$ cat src/rtl/div_sched_pkg.sv
// Shared types and constants for the round-robin divider scheduler.
// Optional build macro: DIV_FASTPATH_EN (1-cycle A<B and B==1 results).
package div_sched_pkg;

    localparam int DIVIDEND_W = 16;
    localparam int DIVISOR_W  = 8;
    localparam int REM_W      = 16;
    localparam int CNT_W      = 4;

    localparam logic [DIVIDEND_W-1:0] DBZ_QUOT = 16'hFFFF;

    typedef enum logic [1:0] {
        IDLE = 2'd0,
        CALC = 2'd1,
        DONE = 2'd2
    } state_e;

endpackage

$ cat src/rtl/div_iter_core.sv
// Iterative 16/8 restoring divider, one quotient bit per cycle, MSB first.
// done_o/quot_o/rem_o present the final step's result combinationally.
module div_iter_core
    import div_sched_pkg::*;
(
    input  logic                  clk,
    input  logic                  rst_n,
    input  logic                  start_i,
    input  logic [DIVIDEND_W-1:0] a_i,
    input  logic [DIVISOR_W-1:0]  b_i,
    output logic                  busy_o,
    output logic                  done_o,
    output logic [DIVIDEND_W-1:0] quot_o,
    output logic [DIVISOR_W-1:0]  rem_o
);

    logic [DIVIDEND_W-1:0] a_q;
    logic [DIVISOR_W-1:0]  b_q;
    logic [DIVIDEND_W-1:0] quot_q;
    logic [DIVISOR_W-1:0]  rem_q;
    logic [CNT_W-1:0]      cnt_q;
    logic                  busy_q;

    logic [DIVISOR_W:0]    trial;
    logic [DIVISOR_W-1:0]  diff;
    logic                  ge;
    logic [DIVIDEND_W-1:0] quot_d;
    logic [DIVISOR_W-1:0]  rem_d;

    // One restoring step: shift in the next dividend bit, subtract if it fits.
    always_comb begin
        trial  = {rem_q, a_q[cnt_q]};
        ge     = (trial >= {1'b0, b_q});
        diff   = trial[DIVISOR_W-1:0] - b_q;
        quot_d = quot_q;
        if (ge) begin
            quot_d[cnt_q] = 1'b1;
        end
        rem_d = ge ? diff : trial[DIVISOR_W-1:0];
    end

    assign busy_o = busy_q;
    assign done_o = busy_q && (cnt_q == '0);
    assign quot_o = quot_d;
    assign rem_o  = rem_d;

    // Operand load on start, then 16 iterations counting down.
    always_ff @(posedge clk or negedge rst_n) begin
        if (!rst_n) begin
            a_q    <= '0;
            b_q    <= '0;
            quot_q <= '0;
            rem_q  <= '0;
            cnt_q  <= '0;
            busy_q <= 1'b0;
        end else if (start_i) begin
            a_q    <= a_i;
            b_q    <= b_i;
            quot_q <= '0;
            rem_q  <= '0;
            cnt_q  <= '1;
            busy_q <= 1'b1;
        end else if (busy_q) begin
            quot_q <= quot_d;
            rem_q  <= rem_d;
            cnt_q  <= cnt_q - 1'b1;
            if (cnt_q == '0) begin
                busy_q <= 1'b0;
            end
        end
    end

endmodule

$ cat src/rtl/div_rr_sched.sv
// Round-robin scheduler sharing one iterative divider among NUM_REQ clients.
// Optional build macro: DIV_FASTPATH_EN (1-cycle A<B and B==1 results).
module div_rr_sched
    import div_sched_pkg::*;
#(
    parameter int NUM_REQ = 4,
    parameter int ID_W    = 2
) (
    input  logic                            clk,
    input  logic                            rst_n,
    input  logic [NUM_REQ-1:0]              req_valid,
    output logic [NUM_REQ-1:0]              req_ready,
    input  logic [DIVIDEND_W*NUM_REQ-1:0]   req_a,
    input  logic [DIVISOR_W*NUM_REQ-1:0]    req_b,
    output logic                            resp_valid,
    input  logic                            resp_ready,
    output logic [ID_W-1:0]                 resp_id,
    output logic [DIVIDEND_W-1:0]           resp_quot,
    output logic [REM_W-1:0]                resp_rem,
    output logic                            resp_dbz
);

    state_e                state_q, state_d;
    logic [ID_W-1:0]       rr_ptr_q, rr_ptr_d;
    logic [ID_W-1:0]       id_q, id_d;
    logic [DIVIDEND_W-1:0] quot_q, quot_d;
    logic [REM_W-1:0]      rem_q, rem_d;
    logic                  dbz_q, dbz_d;

    logic                  gnt_vld;
    logic [ID_W-1:0]       gnt_id;
    logic [ID_W:0]         idx;
    logic [DIVIDEND_W-1:0] sel_a;
    logic [DIVISOR_W-1:0]  sel_b;

    logic                  core_start;
    logic                  core_busy;
    logic                  core_done;
    logic [DIVIDEND_W-1:0] core_quot;
    logic [DIVISOR_W-1:0]  core_rem;

    // First valid requester at or after rr_ptr, searching upward with wrap.
    always_comb begin
        gnt_vld = 1'b0;
        gnt_id  = '0;
        idx     = '0;
        for (int k = 0; k < NUM_REQ; k++) begin
            idx = {1'b0, rr_ptr_q} + (ID_W+1)'(k);
            if (idx >= (ID_W+1)'(NUM_REQ)) begin
                idx = idx - (ID_W+1)'(NUM_REQ);
            end
            if (!gnt_vld && req_valid[idx[ID_W-1:0]]) begin
                gnt_vld = 1'b1;
                gnt_id  = idx[ID_W-1:0];
            end
        end
    end

    // Operand mux for the granted requester.
    always_comb begin
        sel_a = '0;
        sel_b = '0;
        for (int i = 0; i < NUM_REQ; i++) begin
            if (gnt_id == ID_W'(i)) begin
                sel_a = req_a[DIVIDEND_W*i +: DIVIDEND_W];
                sel_b = req_b[DIVISOR_W*i +: DIVISOR_W];
            end
        end
    end

    // Accept is offered only in IDLE, and only to the granted requester.
    always_comb begin
        req_ready = '0;
        if (state_q == IDLE && gnt_vld) begin
            req_ready[gnt_id] = 1'b1;
        end
    end

    // Scheduler FSM and response register next-state.
    always_comb begin
        state_d    = state_q;
        rr_ptr_d   = rr_ptr_q;
        id_d       = id_q;
        quot_d     = quot_q;
        rem_d      = rem_q;
        dbz_d      = dbz_q;
        core_start = 1'b0;
        unique case (state_q)
            IDLE: begin
                if (gnt_vld) begin
                    id_d     = gnt_id;
                    rr_ptr_d = (gnt_id == ID_W'(NUM_REQ - 1)) ?
                               '0 : gnt_id + 1'b1;
                    dbz_d    = 1'b0;
                    state_d  = DONE;
                    if (sel_b == '0) begin
                        quot_d = DBZ_QUOT;
                        rem_d  = sel_a;
                        dbz_d  = 1'b1;
                    end
`ifdef DIV_FASTPATH_EN
                    else if (sel_a < REM_W'(sel_b)) begin
                        quot_d = '0;
                        rem_d  = sel_a;
                    end else if (sel_b == DIVISOR_W'(1)) begin
                        quot_d = sel_a;
                        rem_d  = '0;
                    end
`endif
                    else begin
                        state_d    = CALC;
                        core_start = 1'b1;
                    end
                end
            end
            CALC: begin
                if (!core_busy) begin
                    state_d = IDLE;
                end else if (core_done) begin
                    state_d = DONE;
                    quot_d  = core_quot;
                    rem_d   = REM_W'(core_rem);
                end
            end
            DONE: begin
                if (resp_ready) begin
                    state_d = IDLE;
                end
            end
            default: state_d = IDLE;
        endcase
    end

    // State, round-robin pointer and held response.
    always_ff @(posedge clk or negedge rst_n) begin
        if (!rst_n) begin
            state_q  <= IDLE;
            rr_ptr_q <= '0;
            id_q     <= '0;
            quot_q   <= '0;
            rem_q    <= '0;
            dbz_q    <= 1'b0;
        end else begin
            state_q  <= state_d;
            rr_ptr_q <= rr_ptr_d;
            id_q     <= id_d;
            quot_q   <= quot_d;
            rem_q    <= rem_d;
            dbz_q    <= dbz_d;
        end
    end

    assign resp_valid = (state_q == DONE);
    assign resp_id    = id_q;
    assign resp_quot  = quot_q;
    assign resp_rem   = rem_q;
    assign resp_dbz   = dbz_q;

    div_iter_core u_core (
        .clk     (clk),
        .rst_n   (rst_n),
        .start_i (core_start),
        .a_i     (sel_a),
        .b_i     (sel_b),
        .busy_o  (core_busy),
        .done_o  (core_done),
        .quot_o  (core_quot),
        .rem_o   (core_rem)
    );

endmodule
$ cat config.mk
export PLATFORM = sky130hd
export DESIGN_NAME = div_rr_sched
export DESIGN_NICKNAME = d
export VERILOG_FILES = /design/src/rtl/div_sched_pkg.sv /design/src/rtl/div_iter_core.sv /design/src/rtl/div_rr_sched.sv
export SDC_FILE = /design/constraint.sdc
export NUM_CORES = 1
export LEC_CHECK = 0
export CAP_MARGIN = 20
export CORE_MARGIN = 2
export CORE_UTILIZATION = 47
export CTS_BUF_LIST = sky130_fd_sc_hd__clkbuf_4 sky130_fd_sc_hd__clkbuf_8 sky130_fd_sc_hd__clkbuf_16
export DETAILED_ROUTE_END_ITERATION = 12
export PLACE_DENSITY = 0.78
export REMOVE_ABC_BUFFERS = 1
export SKIP_LAST_GASP = 1
export SYNTH_ARGS = -nofsm -noshare
export SYNTH_HDL_FRONTEND = slang
export SYNTH_SLANG_ARGS = --single-unit
$ cat constraint.sdc
create_clock -name clk -period 10.3 [get_ports clk]
set_input_delay 2.575 -clock clk [delete_from_list [all_inputs] [get_ports clk]]
set_output_delay 2.575 -clock clk [all_outputs]
set_load 0.05 [all_outputs]
==> results.py, run 1 <==
metrics = {
    "timing": {
        "setup_viol": 0,
        "slew_violations": 0,
        "period_needed_ns": 8.71,
        "period_share_pct": 84.6,
        "hold_viol": 0,
        "finalSetupTns_ns": 0,
        "whs_ns": 0.494,
        "fmax_mhz": 115,
        "slew_headroom_pct": 26.3,
        "worst_pin_slew_ns": 1.10,
        "fin_ws_ns": 1.59,
        "fin_worst_skew_ns": 0.00846,
        "rsz0062_at_grt": "false",
    },
    "placement": {
        "place_congestion": 0.864,
        "placedCellCount": 831,
        "dp_hpwl_um": 10500,
        "pre_cts_slack_ns": 1.66,
        "io_buffers": 142,
    },
    "synth": {
        "synth_area_sq_um": 5320,
        "muxShareOfSynthArea_pct": 8.58,
        "syn_avg_cell_area_sq_um": 9.16,
        "yosys.area_share.simple_pct": 18.1,
        "synth-compound-area-share_pct": 19.9,
        "synthCells": 581,
        "async_flop_share_pct": 100,
        "yosys_most_used_dff": "dfrtp_1",
        "yosysWarnings": 0,
        "synth-adder-area-share_pct": 4.14,
        "synth_top_family_by_area": "compound AO/OA/AOI/OAI gates",
        "synth-edff-count": 0,
        "ys_types": 59,
        "synthXorXnorAreaFrac_pct": 0.988,
        "seq_area_frac_synth_pct": 43.3,
        "ys_seq_elements": 92,
    },
    "power_and_ir_drop": {
        "p_int_w": 0.00133,
        "clkPwrFrac_pct": 13.3,
        "seqPwrFrac_pct": 25.5,
        "peakVddDrop_mv": 0.177,
        "switching_power_w": 0.00121,
        "p_comb_share_pct": 61.2,
        "swShare_pct": 47.6,
        "power_density_nw_per_um2": 356,
        "leakage_nw": 3.05,
    },
    "drt": {
        "drtAntennaViolNets": 0,
        "dr_total_vias": 4916,
        "drc": 0,
        "drtPass1Iterations": 5,
        "wirelength_um": 14800,
        "wl_per_cell_um": 17.5,
        "viasPerCell": 5.80,
        "drt_iter0_drc": 295,
    },
    "worst_hold_path": {
        "min-delay-start": "resp_dbz$_DFFE_PN0P_",
        "min_path_type": "register to register",
        "whs_path_depth": 2,
    },
    "setup_path": {
        "slowest_stage": "ha_2",
        "start_kind": "input port",
        "crit_family": "buffers and inverters",
        "criticalPathCategory": "input port to output port",
        "cp.arrival_ns": 6.14,
        "path_depth": 10,
        "worst-path-max-fanout": 53,
        "r2r_start": "rr_ptr_q[0]$_DFFE_PN0P_",
        "r2r_cells": 12,
        "cp.required_ns": 7.73,
        "path_cells": "clkdlybuf4s50_1, nor2b_1, a21oi_1, nor2_1, a221oi_1, nor2b_1, ha_2, inv_1, nor2_1, clkdlybuf4s50_1",
        "critPathCaptureType": "output port",
        "critical_path_buf_inv_count": 3,
        "cpPeakStageDelay_ns": 0.86,
        "crit_start": "req_valid[0]",
    },
    "clock_network": {
        "holdBufCountCts": 0,
        "cts_setup_buffers": 0,
        "cts_buffers": 9,
        "clockBufferDepth": 2,
        "clk_pin_slew_ns": 0.06,
        "cts_resized": 0,
        "clock-sinks": 92,
        "root_buffer": "clkbuf_16",
        "clk-insertion-delay-late_ns": 0.35,
        "cts_tree": "done",
        "htreeDepth": 3,
    },
    "layout": {
        "layout.nets": 822,
        "diodes": 0,
        "layout_common_cells": "clkdlybuf4s50_1, dfrtp_1, nor2_1",
        "nFillCells": 892,
        "multi_input_area_sq_um": 2780,
        "fin_cells": 847,
        "regArea_sq_um": 2300,
        "drive_above_1_share_pct": 7.36,
        "syn_to_final_growth_pct": 34.0,
        "mostFrequentLayoutCell": "clkdlybuf4s50_1",
    },
    "grt": {
        "grt_pass1_wl_um": 23400,
        "antenna_found_initial": 0,
        "grt_overflow": 0,
        "grt_max_degree": 66,
        "grt_pass1_vias": 4845,
        "grtUsageTotal_pct": 25.2,
    },
    "run_status": {
        "status": "finished clean",
    },
    "floorplan": {
        "initial_core_util_pct": 48.6,
        "io_pins": 143,
        "die_y_um": 110,
        "num_rows": 38,
        "dieArea_sq_um": 12200,
        "die_w_um": 110,
        "coreArea_sq_um": 10900,
    },
    "job": {
        "max_cap_viol_count": 0,
    },
}
==> path summary, 6_finish.rpt <==
| check | endpoint | slack [ns] |
|---|---|---|
| max in group asynchronous | resp_quot[2]$_DFFE_PN0P_ | 7.04 |
| worst min-delay path | resp_dbz$_DFFE_PN0P_ | 0.49 |
| min in group asynchronous | resp_rem[7]$_DFFE_PN0P_ | 2.14 |
| worst max-delay path | req_ready[3] | 1.59 |
| worst min register to register | resp_dbz$_DFFE_PN0P_ | 0.49 |
| worst max register to register | resp_rem[3]$_DFFE_PN0P_ | 5.46 |
==> through the flow <==
stage          util [%]  instance area (sq um)  total power [W]
2_1_floorplan         -                   5150          0.00171
3_3_place_gp       62.4                   6830          0.00212
3_5_place_dp       62.4                   6830          0.00219
4_1_cts            65.2                   7130          0.00253
5_1_grt            65.2                   7130          0.00271
6_report           65.2                   7130          0.00254
==> sequential cells by signal, summed over array words and instances, names as in the netlist <==
register and count:
resp_quot 16, resp_rem 16, u_core.a_q 16, u_core.quot_q 16, u_core.b_q 8, u_core.rem_q 8
u_core.cnt_q 4, resp_id 2, rr_ptr_q 2, state_q 2, resp_dbz 1, u_core.busy_o 1
==> area by class of cell <==
class	count	area share (%)
clock buffer	10	3.26
clock inverter	6	1.00
inverter	26	1.37
multi-input combinational	424	39.0
sequential	92	32.3
tap	140	2.46
timing repair buffer	149	20.6
==> power groups by stage <==
stage          sequential, W  combinational (W)  clock (W)
2_1_floorplan       0.000840           0.000875          0
3_3_place_gp        0.000641            0.00148          0
6_report            0.000648            0.00156   0.000337
5_1_grt             0.000668            0.00169   0.000356
3_5_place_dp        0.000650            0.00154          0
4_1_cts             0.000646            0.00155   0.000338
==> synthesized netlist by cell type (all sizes together) (5+ instances only) <==
cell type	n	area (sq um)
a21oi	51	255
a221oi	16	146
a22oi	5	37.5
a31oi	18	113
and2	6	37.5
buf	15	80.1
clkbuf	24	90.1
dfrtp	92	2300
ha	16	200
inv	26	97.6
mux2	13	146
mux2i	22	220
nand2	47	176
nand2b	10	62.6
nor2	78	293
nor2b	20	125
nor3	17	85.1
o21ai	22	114
o22ai	7	43.8
==> worst register-to-register path, cell delays in order, from the launching register on <==
cell	delay (ns)
dfrtp_1	0.43
nor2b_1	0.09
a21oi_1	0.12
nor2_1	0.05
a221oi_1	0.31
nor2b_1	0.31
ha_2	0.86
inv_1	0.27
o22a_1	0.30
a222oi_1	0.47
nand4_1	0.30
o21ai_2	0.79
mux2_2	0.43
==> routing by layer <==
layer | global-route usage (%) | vias up | routed length [um]
li1 | - | 2333 | -
met1 | 33.7 | 2370 | 6400
met2 | 41.8 | 194 | 7120
met3 | 3.70 | 19 | 1070
met4 | 8.75 | 0 | 217
met5 | 0 | - | 0
==> cell families after synthesis <==
kind of cell,after synthesis
simple gates,203
compound gates,159
flops,92
buf+inv,65
mux,39
fa+ha+maj,17
xor+xnor,6
Note: power is estimated with default switching activity, not from simulation.
==> run 2: changes to the inputs <==
--- a/config.mk
+++ b/config.mk
@@ -7,10 +7,10 @@
 export LEC_CHECK = 0
 export CAP_MARGIN = 20
 export CORE_MARGIN = 2
-export CORE_UTILIZATION = 47
+export CORE_UTILIZATION = 44
 export CTS_BUF_LIST = sky130_fd_sc_hd__clkbuf_4 sky130_fd_sc_hd__clkbuf_8 sky130_fd_sc_hd__clkbuf_16
 export DETAILED_ROUTE_END_ITERATION = 12
-export PLACE_DENSITY = 0.78
+export PLACE_DENSITY = 0.77
 export REMOVE_ABC_BUFFERS = 1
 export SKIP_LAST_GASP = 1
 export SYNTH_ARGS = -nofsm -noshare
==> constraint.sdc (replaced) <==
create_clock -name clk -period 7.3 [get_ports clk]
set_input_delay 1.825 -clock clk [delete_from_list [all_inputs] [get_ports clk]]
set_output_delay 1.825 -clock clk [all_outputs]
set_load 0.05 [all_outputs]
==> run 2 against run 1 <==
Against the previous run:
- worst setup slack worse by 0.96 ns
- sequential power up 40%
- first-iteration DRC count up 9.2%
- sequential cell count unchanged
- final area up 0.82%
- largest power group unchanged
- clock-buffer cell count unchanged
- critical endpoint is now req_ready[1]
- cell count up 1.5%
- wire length up 1.1%
- hold slack better by 0.0060 ns
==> results.py, run 2 (synthesis results as in run 1) <==
metrics = {
    "layout": {
        "final_util_pct": 60.4,
        "mostFrequentLayoutCell": "clkdlybuf4s50_1",
        "fin_area_sq_um": 7190,
        "diodes": 0,
        "layout.nets": 828,
        "layout_common_cells": "clkdlybuf4s50_1, dfrtp_1, nor2_1",
        "syn_to_final_growth_pct": 35.1,
        "drive_above_1_share_pct": 8.42,
    },
    "clock_network": {
        "clk-insertion-delay-late_ns": 0.34,
        "cts_buffers": 9,
        "clk_pin_slew_ns": 0.06,
        "holdBufCountCts": 0,
        "root_buffer": "clkbuf_16",
        "cts_resized": 0,
        "clock-sinks": 92,
        "cts_tree": "done",
        "clockBufferDepth": 2,
        "cts_setup_buffers": 0,
        "htreeDepth": 3,
    },
    "placement": {
        "placed_cell_area_sq_um": 6860,
        "io_buffers": 142,
        "dp_hpwl_um": 10900,
        "place_congestion": 0.848,
    },
    "setup_path": {
        "critPathCaptureType": "output port",
        "criticalPathCategory": "input port to output port",
        "worst-path-max-fanout": 13,
        "start_kind": "input port",
        "cp.arrival_ns": 4.85,
        "cp.required_ns": 5.48,
    },
    "grt": {
        "antenna_found_initial": 0,
        "grtUsageTotal_pct": 23.6,
        "grt_pass1_vias": 4862,
        "grt_max_degree": 90,
        "grt_overflow": 0,
        "grt_pass1_wl_um": 24200,
    },
    "run_status": {
        "status": "finished clean",
    },
    "floorplan": {
        "coreArea_sq_um": 11900,
        "initial_core_util_pct": 44.7,
        "die_w_um": 114,
        "io_pins": 143,
        "dieArea_sq_um": 13000,
        "die_y_um": 114,
        "num_rows": 40,
    },
    "drt": {
        "drtPass1Iterations": 5,
        "drtAntennaViolNets": 0,
        "wirelength_um": 15000,
        "drc": 0,
        "wl_per_cell_um": 17.4,
        "viasPerCell": 5.71,
        "dr_total_vias": 4907,
        "drt_iter0_drc": 322,
    },
    "timing": {
        "rsz0062_at_grt": "false",
        "hold_viol": 0,
        "slew_headroom_pct": 43.4,
        "period_needed_ns": 6.68,
        "fin_worst_skew_ns": 0.00841,
        "setup_viol": 0,
        "finalSetupTns_ns": 0,
        "slew_violations": 0,
        "fmax_mhz": 150,
        "worst_pin_slew_ns": 0.849,
        "period_share_pct": 91.4,
    },
    "job": {
        "max_cap_viol_count": 0,
    },
    "power_and_ir_drop": {
        "finalPower_w": 0.00358,
        "power_density_nw_per_um2": 498,
        "leakage_nw": 3.08,
        "peakVddDrop_mv": 0.273,
    },
    "worst_hold_path": {
        "min_path_type": "register to register",
    },
}
## run 2: cell count changes in the layout (fill, tap and decap cells not counted)
cell,delta
buf_12,+1
buf_16,+1
buf_4,+6
bufinv_16,-1
clkdlybuf4s50_1,-2
clkinvlp_4,+1
## run 2: layer usage
metal	track usage (%)	wire [um]
met2	38.1	6960
met1	32.6	6830
met4	7.07	201
met5	0	0
met3	4.30	979
## run 2: area by class of cell
| class | count | area, sq um |
|---|---|---|
| clock buffers | 10 | 233 |
| clock inverters | 6 | 48.8 |
| inverters | 26 | 97.6 |
| well taps | 147 | 184 |
| multi-input cells | 424 | 2780 |
| flip-flops and latches | 92 | 2300 |
| repair buffers | 155 | 1540 |
| fillers | 1008 | 4720 |
## run 2: per-stage QoR
stage          hold slack, ns  instances  setup slack, ns
6_report                0.500        860            0.625
5_1_grt                 0.519        860            0.478
4_1_cts                 0.499        858            0.671
3_5_place_dp            0.484        842            0.706
3_3_place_gp            0.476        842            0.790
2_1_floorplan           0.463        542           -0.320
## run 2: final timing paths
check	start	endpoint	slack (ns)	depth (start not counted)
max in group asynchronous	rst_n	resp_quot[14]$_DFFE_PN0P_	5.08	3
min in group asynchronous	rst_n	resp_rem[3]$_DFFE_PN0P_	1.27	1
max reg2reg	rr_ptr_q[0]$_DFFE_PN0P_	resp_quot[2]$_DFFE_PN0P_	2.78	12
min	u_core.quot_q[1]$_DFFE_PN0P_	u_core.quot_q[1]$_DFFE_PN0P_	0.50	2
min reg2reg	u_core.quot_q[1]$_DFFE_PN0P_	u_core.quot_q[1]$_DFFE_PN0P_	0.50	2
max	req_valid[0]	req_ready[1]	0.62	9
## run 2: where the power goes
group / leakage, nW / internal, W / switching (W) / total [W]
Clock: 0.129 / 0.000238 / 0.000199 / 0.000436
Sequential: 1.08 / 0.000744 / 0.000167 / 0.000910
Combinational: 1.87 / 0.000890 / 0.00135 / 0.00224
## run 2: critical path, cell delays in order
cell and delay [ns]:
clkdlybuf4s50_1 0.46, nor2b_1 0.17, a21oi_1 0.12, nor2_1 0.05, a221oi_1 0.26, nor2b_1 0.33
ha_1 0.61, and2_1 0.22, clkdlybuf4s50_1 0.80
==> run 3: changes to the inputs <==
--- a/config.mk
+++ b/config.mk
@@ -6,7 +6,6 @@
 export NUM_CORES = 1
 export LEC_CHECK = 0
 export CAP_MARGIN = 20
-export CORE_MARGIN = 2
 export CORE_UTILIZATION = 44
 export CTS_BUF_LIST = sky130_fd_sc_hd__clkbuf_4 sky130_fd_sc_hd__clkbuf_8 sky130_fd_sc_hd__clkbuf_16
 export DETAILED_ROUTE_END_ITERATION = 12
==> run 3 against run 2 <==
Against the previous run:
- die area shrank 3.5%
- hold slack lost 0.018 ns
- final area decreased by 0.24%
- highest routed layer unchanged
- the run now ends with DRC left
- critical path type unchanged
- core utilization increased by 1.4 points
- sequential power is essentially flat
- combinational power is 2% lower
- critical path depth fell by 2
==> results.py, run 3 (synthesis results as in run 1) <==
metrics = {
    "run_status": {
        "violations": "DRC",
        "status": "finished, violations left",
    },
    "grt": {
        "grt_max_degree": 77,
        "grt_overflow": 0,
        "grtUsageTotal_pct": 24.1,
        "grt_pass1_wl_um": 23900,
        "antenna_found_initial": 0,
        "grt_pass1_vias": 4777,
    },
    "setup_path": {
        "critPathCaptureType": "output port",
        "criticalPathCategory": "input port to output port",
        "start_kind": "input port",
        "cp.required_ns": 5.48,
        "cp.arrival_ns": 4.51,
        "worst-path-max-fanout": 6,
    },
    "placement": {
        "place_congestion": 0.845,
        "io_buffers": 142,
        "dp_hpwl_um": 10800,
        "placedCellCount": 838,
    },
    "timing": {
        "period_needed_ns": 6.34,
        "period_share_pct": 86.8,
        "rsz0062_at_grt": "false",
        "worst_pin_slew_ns": 1.27,
        "fin_worst_skew_ns": 0.00599,
        "setup_viol": 0,
        "hold_viol": 0,
        "fmax_mhz": 158,
        "slew_violations": 0,
        "slew_headroom_pct": 15.3,
    },
    "layout": {
        "layout.nets": 826,
        "diodes": 0,
        "layout_common_cells": "clkdlybuf4s50_1, dfrtp_1, nor2_1",
        "drive_above_1_share_pct": 8.16,
        "fin_cells": 854,
        "syn_to_final_growth_pct": 34.8,
        "final_util_pct": 61.8,
        "mostFrequentLayoutCell": "clkdlybuf4s50_1",
    },
    "drt": {
        "viasPerCell": 5.77,
        "drtAntennaViolNets": 0,
        "drt_iter0_drc": 369,
        "drtPass1Iterations": 8,
        "drc": 6,
        "wirelength_um": 14800,
        "dr_total_vias": 4929,
        "wl_per_cell_um": 17.3,
    },
    "worst_hold_path": {
        "min_path_type": "register to register",
    },
    "clock_network": {
        "clock-sinks": 92,
        "root_buffer": "clkbuf_16",
        "clockBufferDepth": 2,
        "cts_resized": 0,
        "holdBufCountCts": 0,
        "htreeDepth": 3,
        "clk-insertion-delay-late_ns": 0.34,
        "cts_buffers": 9,
        "clk_pin_slew_ns": 0.06,
        "cts_tree": "done",
        "cts_setup_buffers": 0,
    },
    "floorplan": {
        "io_pins": 143,
        "dieArea_sq_um": 12500,
        "initial_core_util_pct": 45.8,
        "die_w_um": 112,
        "coreArea_sq_um": 11600,
        "num_rows": 39,
        "die_y_um": 112,
    },
    "power_and_ir_drop": {
        "p_int_w": 0.00190,
        "swShare_pct": 47.2,
        "peakVddDrop_mv": 0.226,
        "leakage_nw": 3.07,
        "switching_power_w": 0.00169,
        "clkPwrFrac_pct": 13.2,
        "power_density_nw_per_um2": 500,
        "seqPwrFrac_pct": 25.4,
        "p_comb_share_pct": 61.4,
    },
    "job": {
        "max_cap_viol_count": 0,
    },
}
run 3: cell count changes in the layout (fill, tap and decap cells not counted):
cell	change
buf_16	-1
bufinv_16	+1
buf_4	-1
clkinvlp_4	-1
run 3: power groups by stage:
stage	combinational [W]	sequential (W)	clock, W
2_1_floorplan	0.00123	0.00118	0
3_3_place_gp	0.00212	0.000909	0
3_5_place_dp	0.00218	0.000918	0
4_1_cts	0.00220	0.000912	0.000477
5_1_grt	0.00240	0.000944	0.000501
6_report	0.00220	0.000913	0.000473
run 3: final timing paths:
kind                                                to  slack [ns]  cells past startpoint                     from
setup / recovery                          req_ready[0]        0.96                      7             req_valid[1]
hold / removal                  resp_id[1]$_DFFE_PN0P_        0.48                      2   resp_id[1]$_DFFE_PN0P_
setup reg to reg              resp_quot[2]$_DFFE_PN0P_        2.98                     12  rr_ptr_q[0]$_DFFE_PN0P_
hold reg to reg                 resp_id[1]$_DFFE_PN0P_        0.48                      2   resp_id[1]$_DFFE_PN0P_
max in group asynchronous  u_core.rem_q[2]$_DFFE_PN0P_        4.78                      2                    rst_n
min in group asynchronous    resp_quot[10]$_DFFE_PN0P_        1.33                      1                    rst_n
run 3: metal layers:
| metal | vias up | track usage [%] | wire [um] |
|---|---|---|---|
| met2 | 210 | 38.3 | 6860 |
| met3 | 19 | 3.70 | 1080 |
| met1 | 2364 | 33.6 | 6640 |
| li1 | 2336 | - | - |
| met4 | 0 | 8.62 | 243 |
| met5 | - | 0 | 0 |
run 3: critical path: stages:
cell	delay [ns]
clkdlybuf4s50_1	0.47
nor4_1	0.65
nor2b_1	0.21
inv_1	0.14
ha_1	0.26
and2_1	0.17
clkdlybuf4s50_1	0.80
run 3: area by class of cell:
class / instances / area [sq um]
inverter: 26 / 97.6
clock buffer: 10 / 233
clock inverter: 6 / 71.3
multi-input combinational: 424 / 2780
timing repair buffer: 153 / 1510
sequential: 92 / 2300
fill: 979 / 4440
tap: 143 / 179
run 3: per-stage QoR:
step | power, W | hold slack [ns] | cell area [sq um] | setup WS (ns) | TNS [ns]
3_5_place_dp | 0.00310 | 0.467 | 6870 | 1.00 | 0
5_1_grt | 0.00384 | 0.523 | 7170 | 0.770 | 0
2_1_floorplan | 0.00242 | 0.463 | 5150 | -0.320 | -1.07
6_report | 0.00359 | 0.482 | 7170 | 0.962 | 0
3_3_place_gp | 0.00303 | 0.458 | 6870 | 1.06 | 0
4_1_cts | 0.00359 | 0.485 | 7170 | 0.982 | 0
